File: config.mk
export PLATFORM = sky130hd
export DESIGN_NAME = hamming_block_decoder
export DESIGN_NICKNAME = d
export VERILOG_FILES = /design/src/rtl/hamming_pkg.sv /design/src/rtl/hamming_block_decoder.sv
export SDC_FILE = /design/constraint.sdc
export NUM_CORES = 1
export LEC_CHECK = 0
export CORE_AREA = 2 2 39 41
export DETAILED_ROUTE_END_ITERATION = 8
export DIE_AREA = 0 0 41 43
export GPL_TIMING_DRIVEN = 0
export RECOVER_POWER = 25
export SYNTH_ARGS = -nofsm -noshare
export SYNTH_HDL_FRONTEND = slang
export SYNTH_SLANG_ARGS = --single-unit
File: constraint.sdc
create_clock -name vclk -period 1.5
set_input_delay 0.15 -clock vclk [all_inputs]
set_output_delay 0.15 -clock vclk [all_outputs]
set_load 0.02 [all_outputs]
File: src/rtl/hamming_pkg.sv
// Shared types and Hamming(7,4) helpers for the snapshot checker.
// Parity layout per nibble is {p2, p1, p0}.
package hamming_pkg;

  typedef enum logic [1:0] {
    IDLE   = 2'd0,
    HOLD   = 2'd1,
    CHECK  = 2'd2,
    REPORT = 2'd3
  } state_e;

  localparam logic [2:0] SYN_D0 = 3'b111;
  localparam logic [2:0] SYN_D1 = 3'b011;
  localparam logic [2:0] SYN_D2 = 3'b101;
  localparam logic [2:0] SYN_D3 = 3'b110;

  function automatic logic [2:0] enc_nibble(input logic [3:0] d);
    return {d[0] ^ d[2] ^ d[3], d[0] ^ d[1] ^ d[3], d[0] ^ d[1] ^ d[2]};
  endfunction

endpackage

File: src/rtl/hamming_block_decoder.sv
// Combinational Hamming(7,4) syndrome decode and single-bit correction for one nibble.
// Zero latency; no flow control.
module hamming_block_decoder
  import hamming_pkg::*;
(
  input  logic [3:0] data_i,
  input  logic [2:0] par_i,
  output logic [3:0] corrected_o,
  output logic       data_err_o,
  output logic       par_err_o
);

  logic [2:0] syn;

  always_comb begin
    syn         = par_i ^ enc_nibble(data_i);
    corrected_o = data_i;
    data_err_o  = 1'b0;
    par_err_o   = 1'b0;
    case (syn)
      SYN_D0: begin corrected_o[0] = ~data_i[0]; data_err_o = 1'b1; end
      SYN_D1: begin corrected_o[1] = ~data_i[1]; data_err_o = 1'b1; end
      SYN_D2: begin corrected_o[2] = ~data_i[2]; data_err_o = 1'b1; end
      SYN_D3: begin corrected_o[3] = ~data_i[3]; data_err_o = 1'b1; end
      3'b001, 3'b010, 3'b100: par_err_o = 1'b1;
      default: ;
    endcase
  end

endmodule

* Word level (Yosys, flattened, before mapping) *
Cells that the tools add are included.

operators by class
  mux-type cells = 6
  equality and inequality tests = 7
  bitwise logic cells = 10
  reductions and logical operators = 2

operators with widths
  kind                  number
  $eq A3 B3 Y1 const B  4
  $eq A3 B2 Y1 const B  2
  $mux W1               6
  $xor A1 B1 Y1         5
  $not A1 Y1            4
  $reduce_or A4 Y1      1
  $eq A3 B1 Y1 const B  1
  $reduce_or A3 Y1      1
  $xor A3 B3 Y3         1

storage, ports and cells
  output and inout port bits = 6
  bits in registers = 0
  input port bits = 7
  logic and storage cells = 25

* Depth between registers and ports, before layout *
Gate-level depths: netlist (run 1).

  depth in word-level cells = 6
  depth in mapped cells = 5
  depth with buffers taken out = 4

* Least setup slack after synthesis (run 1) *
Ideal clock, no wire load.

  path kind = input-to-output
  start = in data_i[0]
  end = out corrected_o[0]
  required time = 1.350 ns
  path buffers = 1
  slack = -0.101 ns
  cell stages on the path = 5
  arrival = 1.451 ns
  path through = buf_6 xnor2_2 xor2_2 nor3_1 a211oi_1

on the way
  longest elaborated chain between the ends = 5
  elaborated cells between the ends (all ways) = 9
  those cells by class = eq/ne: 1; mux: 1; bitwise: 7

ends and longest elaborated chain
  element                     line                         source
  from (decl)                 hamming_block_decoder.sv:6   input logic [3:0] data_i,
  $xor A1 B1 Y1 (2 in a row)  hamming_pkg.sv:18            return {d[0] ^ d[2] ^ d[3], d[0] ^ d[1] ^ d[3], d[0] ^ d[1] ^ d[2]};
  $xor A3 B3 Y3               hamming_block_decoder.sv:16  syn = par_i ^ enc_nibble(data_i);
  $eq A3 B3 Y1                hamming_block_decoder.sv:20  case (syn)
  $mux W1 (*)                 hamming_block_decoder.sv:20
  to (decl)                   hamming_block_decoder.sv:8   output logic [3:0] corrected_o,

Every way passes the cells marked *; elsewhere a longest branch is shown, timed or not.

* Worst setup path in the final report (run 1) *
  start = in data_i[2]
  end = out par_err_o

on the way
  longest elaborated chain between the ends = 6
  elaborated cells between the ends (all ways) = 9
  those cells by class = eq/ne: 3; mux: 1; bitwise: 4; reduce/logical: 1

ends and longest elaborated chain
  element                                     line                         source
  $xor A1 B1 Y1 (2 in a row)                  hamming_pkg.sv:18
  $xor A3 B3 Y3 (*)                           hamming_block_decoder.sv:16
  $eq A3 B1 Y1, or another cell as far along  hamming_block_decoder.sv:20
  $reduce_or A3 Y1 (*)                        hamming_block_decoder.sv:20
  $mux W1 (*)                                 hamming_block_decoder.sv:20
  to (decl)                                   hamming_block_decoder.sv:10  output logic par_err_o

Marks and branches as above.

==> results of run 1 <==
[final cells by class]
| cell class | instances | area [um2] |
|---|---|---|
| buffer | 4 | 56.3 |
| fill | 129 | 626 |
| multi-input combinational | 46 | 487 |
| tap | 16 | 20.0 |
| timing repair buffer | 20 | 195 |
[stage by stage]
| step | area, um2 | util, % | hold WS, ps | setup slack [ps] | cells |
|---|---|---|---|---|---|
| 2_1_floorplan | 383 | - | 399 | 1.54 | 50 |
| 3_3_place_gp | 503 | 36.3 | 1130 | -1040 | 76 |
| 3_5_place_dp | 503 | 36.3 | 1140 | -1090 | 76 |
| 4_1_cts | 676 | 48.8 | 705 | -11.6 | 84 |
| 5_1_grt | 758 | 54.8 | 749 | -68.9 | 86 |
| 6_report | 758 | 54.8 | 727 | -21.8 | 86 |
[placed cells by master (no fill, tap or decap), types with 2 or more instances in the layout]
master | netlist | layout
buf_6 | 1 | 4
nor3_1 | 7 | 4
buf_2 | 1 | 2
nor2_1 | 3 | 4
nor3_2 | 0 | 3
buf_12 | 0 | 5
buf_4 | 1 | 10
clkbuf_2 | 0 | 2
xnor2_2 | 2 | 2
xnor2_4 | 0 | 4
o21ai_0 | 5 | 4
nand2_1 | 7 | 7
xor2_4 | 1 | 3
[worst max path at each step]
stage	startpoint	end	depth (start not counted)	slack (ps)
floorplan	data_i[2]	data_err_o	5	2
global placement	data_i[3]	corrected_o[2]	7	-1040
detailed placement	data_i[3]	corrected_o[2]	7	-1090
CTS	par_i[0]	corrected_o[1]	6	-10
global route	data_i[2]	par_err_o	6	-70
finish	data_i[2]	par_err_o	6	-20
[power by group]
group / switching (mW) / internal, mW / total [mW]
sequential: 0 / 0 / 0
combinational: 0.218 / 0.218 / 0.436
clock: 0 / 0 / 0
[cells by family after synthesis]
logic type | after synthesis | share of synthesized area, %
AND/OR/NAND/NOR | 21 | 26.7
AO/OA/AOI/OAI | 13 | 25.3
XOR/XNOR | 11 | 37.7
buffers and inverters | 4 | 7.53
multiplexers | 1 | 2.74
[routing by layer]
layer	vias to the layer above	routed length (um)	global-route usage (%)
met1	206	433	16.8
li1	218	-	-
met3	0	38	0
met2	10	615	22.5
met4	0	0	0
met5	-	0	0
[tightest hold or removal path, cell delays in order]
cell and delay (ps):
buf_12 120, a21oi_2 110, a211oi_2 50, buf_4 140
[timing repair]
action | CTS | global route
resized for setup | 61 | 17
endpoints found under the hold margin | 0 | 0
setup buffers | 8 | 2
setup endpoints to repair | 6 | 6
pin swaps | 9 | 7
==> impl_metrics.yaml, run 1 <==
worst_setup_path:
  crit_family: "XOR/XNOR gates"
  endpoint_kind: "output pin"
  worstPathCellList: "buf_12, xor2_4, xor2_4, nor3_2, o32a_1, buf_6"
  path_class: "in -> out"
  arrival_ps: 1370
  crit_path_top_delay_cell: "xor2_4"
  path_common_cell: "xor2_4"
  cp_slowest_stage_delay_ps: 310
  start_kind: "primary input"
  worstPathMaxFanout: 7
  path_buf_inv: 2
  cp.required_ps: 1350
synth:
  yosysUniqueCellTypes: 25
  synth_warnings: 0
  netlist_area_um2: 365
  synth_nets: 57
  syn-instance-count: 50
  syn_avg_cell_area_um2: 7.31
  synth_area_leaders: "nor3_1 (9.6%), xnor2_1 (9.6%), xnor2_2 (8.9%)"
  ys_seq_area_share_pct: 0
  synth_common_cells: "nand2_1 (7), nor3_1 (7), o21ai_0 (5), xnor2_1 (4)"
  synth_top_area_share_pct: 9.59
  yosysTopAreaCell: "nor3_1"
floorplanning:
  num_rows: 14
  die_y_um: 43
  start_util_pct: 26.4
  dieArea_um2: 1760
  die_w_um: 41
  pin_count: 13
  core-area_um2: 1380
layout:
  nNetsFinal: 79
  nFlopsAndLatches: 0
  area_delta_synth_final_pct: 108
  regArea_um2: 0
  antennaDiodeCount: 0
  layout-drive-gt1-share_pct: 60.0
  nClkBuffers: 0
timing:
  fin_crit_ps: 1520
  setup_viol: 1
  fin_ws_ps: -21.8
  max_freq_mhz: 657
  tns_ps: -21.8
  rsz0062_at_grt: "yes"
  tightest_slew_ps: 301
  finalHoldViolCount: 0
  period_share_pct: 101
  slew_headroom_pct: 79.9
  drv_slew: 0
detailed_routing:
  drt-initial-drc-count: 5
  route.detailed.drc: 0
  num_vias: 434
  ant_nets: 0
  firstDrtPassIters: 4
  routed_via_density: 5.05
  drt_wl_total_um: 1090
  routedWlPerCell_um: 12.6
grt:
  grt_pass1_vias: 376
  antenna_found_initial: 0
  grt_max_degree: 10
  grt_pass1_wl_um: 1640
  grt_util_all_layers_pct: 12.5
  grt_remaining_overflow: 0
power_and_ir_drop:
  peakVddDrop_uv: 216
  power_leakage_nw: 0.301
  power_mw: 0.436
  p_per_area_nw_per_um2: 576
placed_design:
  port_buffers: 10
  place_congestion: 0.716
  dp_hpwl_um: 655
min_path:
  hp-start: "data_i[0]"
  hold-path-cell-count: 4
  hold-path-endpoint: "corrected_o[0]"
  hp-class: "in -> out"
clocking:
  cts-hold-fix-buffers: 0
flow_run:
  maxCapViolCount: 0
run_status:
  status: "complete, but fails checks"
  violations: "setup timing"
Note: power is estimated with default switching activity, not from simulation.
==> inputs of run 2 (changes only) <==
- SLEW_MARGIN: not set -> 10
==> results of run 2 <==
The final DEF is identical to that of run 1; final timing and power are the same.
